===== src/rtl/crc32_byte_if.sv =====
// Byte-stream bus of the CRC-32 engine: data in, running FCS and residue flag out.
interface crc32_byte_if;
  logic        init;
  logic [7:0]  data_in;
  logic        data_valid;
  logic [31:0] crc_out;
  logic        crc_ok;

  // Byte source / FCS consumer side
  modport master (
    output init,
    output data_in,
    output data_valid,
    input  crc_out,
    input  crc_ok
  );

  // CRC engine side
  modport slave (
    input  init,
    input  data_in,
    input  data_valid,
    output crc_out,
    output crc_ok
  );
endinterface


===== src/rtl/crc32_byte.sv =====
// Ethernet CRC-32, one byte per clock. The register is kept MSB-first while data
// bits enter LSB-first, so ~crc_q is the FCS in the transmit order of an MII MAC.
module crc32_byte (
  input logic         clk,
  input logic         rstn,
  crc32_byte_if.slave bus
);

  localparam logic [31:0] Poly    = 32'h04C1_1DB7;
  localparam logic [31:0] Seed    = 32'hFFFF_FFFF;
  localparam logic [31:0] Residue = 32'hC704_DD7B;

  logic [31:0] crc_q, crc_d;

  // Eight serial LFSR steps unrolled; data_in[0] is the first bit on the wire
  function automatic logic [31:0] step_byte(input logic [31:0] c, input logic [7:0] d);
    logic [31:0] r;
    logic        fb;
    r = c;
    for (int i = 0; i < 8; i++) begin
      fb = r[31] ^ d[i];
      r  = {r[30:0], 1'b0} ^ (fb ? Poly : 32'h0);
    end
    return r;
  endfunction

  // Next state: init restarts the frame and wins over a byte presented the same cycle
  always_comb begin
    crc_d = crc_q;
    if (bus.init) begin
      crc_d = Seed;
    end else if (bus.data_valid) begin
      crc_d = step_byte(crc_q, bus.data_in);
    end
  end

  // CRC register; reset abandons any partial frame
  always_ff @(posedge clk or negedge rstn) begin
    if (!rstn) begin
      crc_q <= Seed;
    end else begin
      crc_q <= crc_d;
    end
  end

  // Outputs are purely combinational views of the register
  always_comb begin
    bus.crc_out = ~crc_q;
    bus.crc_ok  = (crc_q == Residue);
  end

endmodule


===== src/flat_wrapper.sv =====
// flat-port wrapper written by rule: the top's interface ports become plain ports
module crc32_byte_flat 
  (clk, rstn, bus_init, bus_data_in, bus_data_valid, bus_crc_out, bus_crc_ok);
  crc32_byte_if bus_i ();
  input logic clk;
  input logic rstn;
  input wire logic [$bits(bus_i.init)-1:0] bus_init;
  input wire logic [$bits(bus_i.data_in)-1:0] bus_data_in;
  input wire logic [$bits(bus_i.data_valid)-1:0] bus_data_valid;
  output wire logic [$bits(bus_i.crc_out)-1:0] bus_crc_out;
  output wire logic [$bits(bus_i.crc_ok)-1:0] bus_crc_ok;
  assign bus_i.init = bus_init;
  assign bus_i.data_in = bus_data_in;
  assign bus_i.data_valid = bus_data_valid;
  assign bus_crc_out = bus_i.crc_out;
  assign bus_crc_ok = bus_i.crc_ok;
  crc32_byte u_core (.clk(clk), .rstn(rstn), .bus(bus_i));
endmodule

===== config.mk =====
export PLATFORM = sky130hd
export DESIGN_NAME = crc32_byte_flat
export DESIGN_NICKNAME = d
export VERILOG_FILES = /design/src/rtl/crc32_byte_if.sv /design/src/rtl/crc32_byte.sv /design/src/flat_wrapper.sv
export SDC_FILE = /design/constraint.sdc
export NUM_CORES = 1
export LEC_CHECK = 0
export CAP_MARGIN = 20
export CORE_AREA = 10 10 76 78
export DETAILED_ROUTE_END_ITERATION = 10
export DIE_AREA = 0 0 86 88
export PLACE_DENSITY = 0.82
export SYNTH_ARGS = -nofsm -noshare
export SYNTH_HDL_FRONTEND = slang
export SYNTH_SLANG_ARGS = --single-unit

===== constraint.sdc =====
create_clock -name clk -period 2.13 [get_ports clk]
set_input_delay 0.3195 -clock clk [delete_from_list [all_inputs] [get_ports clk]]
set_output_delay 0.3195 -clock clk [all_outputs]
set_load 0.02 [all_outputs]

==> metrics.log <==
INFO  metric outcome = completed
INFO  metric synth.net_count = 236
INFO  metric routed_wl = 5914 um
INFO  metric ctsHtreeMaxLevel = 2
INFO  metric reg2reg_slack = 0.13 ns
INFO  metric fmax = 484.3 MHz
INFO  metric tightest_slew = 0.5565 ns
INFO  metric num_vias = around 1900
INFO  metric remaining_drc_errors = 0
INFO  metric drv_slew = 0
INFO  metric layoutNonFillerInstCount = about 360
INFO  metric ioPinCount = 45
INFO  metric grt_remaining_overflow = 0
INFO  metric timing.clock.skew = about 0.007 ns
INFO  metric insertion_delay = 0.29 ns
INFO  metric master_cell_of_the_clock_root_buffer = sky130_fd_sc_hd__clkbuf_8
INFO  metric antenna_cells_inserted = 0
INFO  metric setup.worst_path.start_class = register
INFO  metric synth_flop_cell = sky130_fd_sc_hd__dfstp_2
INFO  metric crit_type = reg -> out
INFO  metric synthMostInstantiatedCell = sky130_fd_sc_hd__xnor2_1
INFO  metric worstHoldPathType = reg -> reg
INFO  metric synth.ff_latch_count = 32
INFO  metric grt_start_max_net_pins = 33
INFO  metric dp_hpwl = 4526 um
INFO  metric antenna_left = 0
INFO  metric grt_first_pass_wirelength = 9853 um
INFO  metric place.gp.congestion = 0.8774
INFO  metric synth-async-reset-ratio = 100.0%
INFO  metric effective_utilization_at_floorplan = around half
INFO  metric yosysWarningCount = 0
INFO  metric core = 0.004294 mm2
INFO  metric cts_buffers = 5
INFO  metric first_pass_iters = 5
INFO  metric pwr_density_cell = 1575 mW/mm2
INFO  metric cts_sinks = 32
INFO  metric critical_path_required = 1.81 ns
INFO  metric initialDrtViolationCount = between 100 and 150
INFO  metric design.final.nets = 318
INFO  metric final_period_minus_worst_setup_slack = 2.065 ns
INFO  metric clk_transition_reported_paths = 0.07 ns
INFO  metric largestRegisters = u_core.crc_q x32
INFO  metric synth_cell_types = 22
INFO  metric synth.cell_area = 0.002150 mm2
INFO  metric hold-path-cell-count = 2
INFO  metric syn_area_per_cell = 9.596 um2
INFO  metric antenna_found_initial = 0
INFO  metric setup.worst_path.end_class = primary output
INFO  metric post_drt_wl_per_cell = between 15 and 20 um
INFO  metric fp.dieArea = 0.007568 mm2
INFO  metric final-hold-violation-count = 0
INFO  metric chipWidth = 86 um
INFO  metric hold_path.startpoint = u_core.crc_q[27]
INFO  metric final_min_period_over_clock_period = about 97%
INFO  metric cts.hold.buffers_added = 0
INFO  metric most_instantiated_cells_after_synthesis = sky130_fd_sc_hd__xnor2_1, sky130_fd_sc_hd__inv_1, sky130_fd_sc_hd__dfstp_2
INFO  metric max-vdd-ir-drop = around 0.0009 V
INFO  metric critical_path_arrival = around 1.8 ns
INFO  metric post_cts.repair.setup_buffers = 0
INFO  metric max-slew-margin-rel = 62.67%
INFO  metric rows = 24
INFO  metric cts_tree = built
INFO  metric crit-reg2reg-launch = u_core.crc_q[26]
INFO  metric worst_hold_path.endpoint = u_core.crc_q[27]
INFO  metric grt_setup_unrepaired = no
INFO  metric worst_slack_at_placement = -0.2581 ns
INFO  metric cts.path.max_buffers = 2
INFO  metric static-leakage-power = 1.382 nW
INFO  metric fillCellCount = 320
INFO  metric layout-drive-gt1-share = 30.72%
INFO  metric registers.top_by_ff_count = u_core.crc_q
INFO  metric synth_largest_area_cell = sky130_fd_sc_hd__dfstp_2
INFO  metric floorplan.die.height = 88 um
INFO  metric synth_sequential_area_ratio = between 30% and 40%
INFO  metric port_buffers = 44
INFO  metric route.detailed.vias_per_inst = 5.168
INFO  metric yosysTopAreaCellShare = 39.12%
INFO  metric setup_viol_count_final = 0
INFO  metric netlist_top_cells_area = sky130_fd_sc_hd__dfstp_2, sky130_fd_sc_hd__xnor2_1, sky130_fd_sc_hd__inv_1, sky130_fd_sc_hd__o211ai_1, sky130_fd_sc_hd__a211o_1
INFO  metric number_of_flip_flops_in_the_largest_register = 32
INFO  metric cap_viol_max_count = 0
INFO  metric final.hold.worst_slack = 0.5230 ns
INFO  metric grt_util_all_layers = 16.44%
INFO  metric synth-edff-count = 0
INFO  metric placed_insts = 351
INFO  metric setup_ws = 0.06513 ns
INFO  metric postSynthCellCount = around 220
INFO  metric critPathMaxFanout = 2
INFO  metric first_global_vias = 1870
INFO  metric flow.area_growth_from_synthesis = 41.85%
INFO  metric reg2reg_depth = 5
INFO  metric capture_point_of_the_worst_reg_to_reg_path = u_core.crc_q[7]
## power by group
group / switching (mW) / internal (mW)
combinational: 1.56 / 1.64
clock: 0.223 / 0.288
sequential: 0.166 / 0.930
## critical path: stages (launching register included)
cell                      delay [ns]
sky130_fd_sc_hd__dfstp_2        0.52
sky130_fd_sc_hd__inv_1          0.05
sky130_fd_sc_hd__nor4_2         0.28
sky130_fd_sc_hd__nand4_1        0.13
sky130_fd_sc_hd__nor4_1         0.27
sky130_fd_sc_hd__buf_2          0.21
## cell usage in the layout, fill, tap and decap left out
| cell | Yosys | final |
|---|---|---|
| sky130_fd_sc_hd__nor4_2 | 0 | 4 |
| sky130_fd_sc_hd__xnor2_2 | 4 | 5 |
| sky130_fd_sc_hd__xnor2_1 | 54 | 53 |
| sky130_fd_sc_hd__a211o_1 | 12 | 12 |
| sky130_fd_sc_hd__nand3_1 | 1 | 1 |
| sky130_fd_sc_hd__xor2_4 | 1 | 1 |
| sky130_fd_sc_hd__buf_2 | 0 | 1 |
| sky130_fd_sc_hd__xor2_2 | 3 | 3 |
| sky130_fd_sc_hd__o21ai_0 | 4 | 4 |
| sky130_fd_sc_hd__o211ai_1 | 15 | 15 |
| sky130_fd_sc_hd__buf_4 | 0 | 41 |
| sky130_fd_sc_hd__dfstp_2 | 32 | 32 |
| sky130_fd_sc_hd__nand4_1 | 4 | 4 |
| sky130_fd_sc_hd__and2_1 | 1 | 1 |
| sky130_fd_sc_hd__xor2_1 | 6 | 6 |
| sky130_fd_sc_hd__nor4_1 | 5 | 1 |
| sky130_fd_sc_hd__inv_1 | 33 | 33 |
| sky130_fd_sc_hd__a21oi_1 | 3 | 3 |
| sky130_fd_sc_hd__clkbuf_8 | 0 | 7 |
| sky130_fd_sc_hd__clkinv_1 | 1 | 1 |
| sky130_fd_sc_hd__nand2_1 | 19 | 19 |
| sky130_fd_sc_hd__nor2_1 | 14 | 14 |
| sky130_fd_sc_hd__xor3_1 | 1 | 1 |
| sky130_fd_sc_hd__o311ai_1 | 1 | 1 |
| sky130_fd_sc_hd__clkdlybuf4s50_1 | 0 | 43 |
## per-stage QoR
stage | util (%) | cell area (um2) | TNS, ns | power, mW
after global placement | 68.12 | 2925 | -1.449 | 4.188
final | 71.01 | 3049 | 0 | 4.802
after CTS | 71.01 | 3049 | 0 | 4.812
after global routing | 71.01 | 3049 | 0 | 5.137
after detailed placement | 68.12 | 2925 | -2.145 | 4.244
after floorplan | - | 2150 | 0 | 3.047
## cell type report
| type | instances | area, um2 | share of cell area (%) |
|---|---|---|---|
| tap | 52 | 65.06 | 2.134 |
| clock buffer | 7 | 96.34 | 3.160 |
| multi-input combinational | 148 | 1176 | 38.57 |
| sequential | 32 | 840.8 | 27.57 |
| timing repair buffer | 85 | 743.2 | 24.37 |
| inverter | 34 | 127.6 | 4.185 |
## routing by layer
layer	share of wire, %	vias up	track usage (%)
met2	47	74	26.10
met1	41	891	20.13
li1	-	875	-
met3	9.6	10	6.128
met5	0	-	0
met4	1.7	0	5.389
## cell families after synthesis
kind of cell,Yosys count,synth area share (%)
buffers and inverters,44,7.683
and+or+nand+nor,44,8.906
xor gates and xnor gates,69,32.13
AOI/OAI and AO/OA,35,12.17
DFF,32,39.12
## repair_timing
| item | CTS | global route |
|---|---|---|
| setup endpoints to repair | 2 | 0 |
| hold endpoints to repair | 0 | 0 |
| gates resized for setup | 10 | 0 |
## worst max-delay path by stage
stage                          start              end  slack [ns]  depth (start not counted)
finish              u_core.crc_q[18]       bus_crc_ok        0.07                          5
global route         u_core.crc_q[8]       bus_crc_ok        0.01                          5
CTS                 u_core.crc_q[18]       bus_crc_ok        0.04                          5
detailed placement    bus_data_in[1]  u_core.crc_q[8]       -0.26                          6
global placement     u_core.crc_q[6]       bus_crc_ok       -0.18                          5
floorplan           u_core.crc_q[10]       bus_crc_ok        0.08                          4
Note: power is estimated with default switching activity, not from simulation.
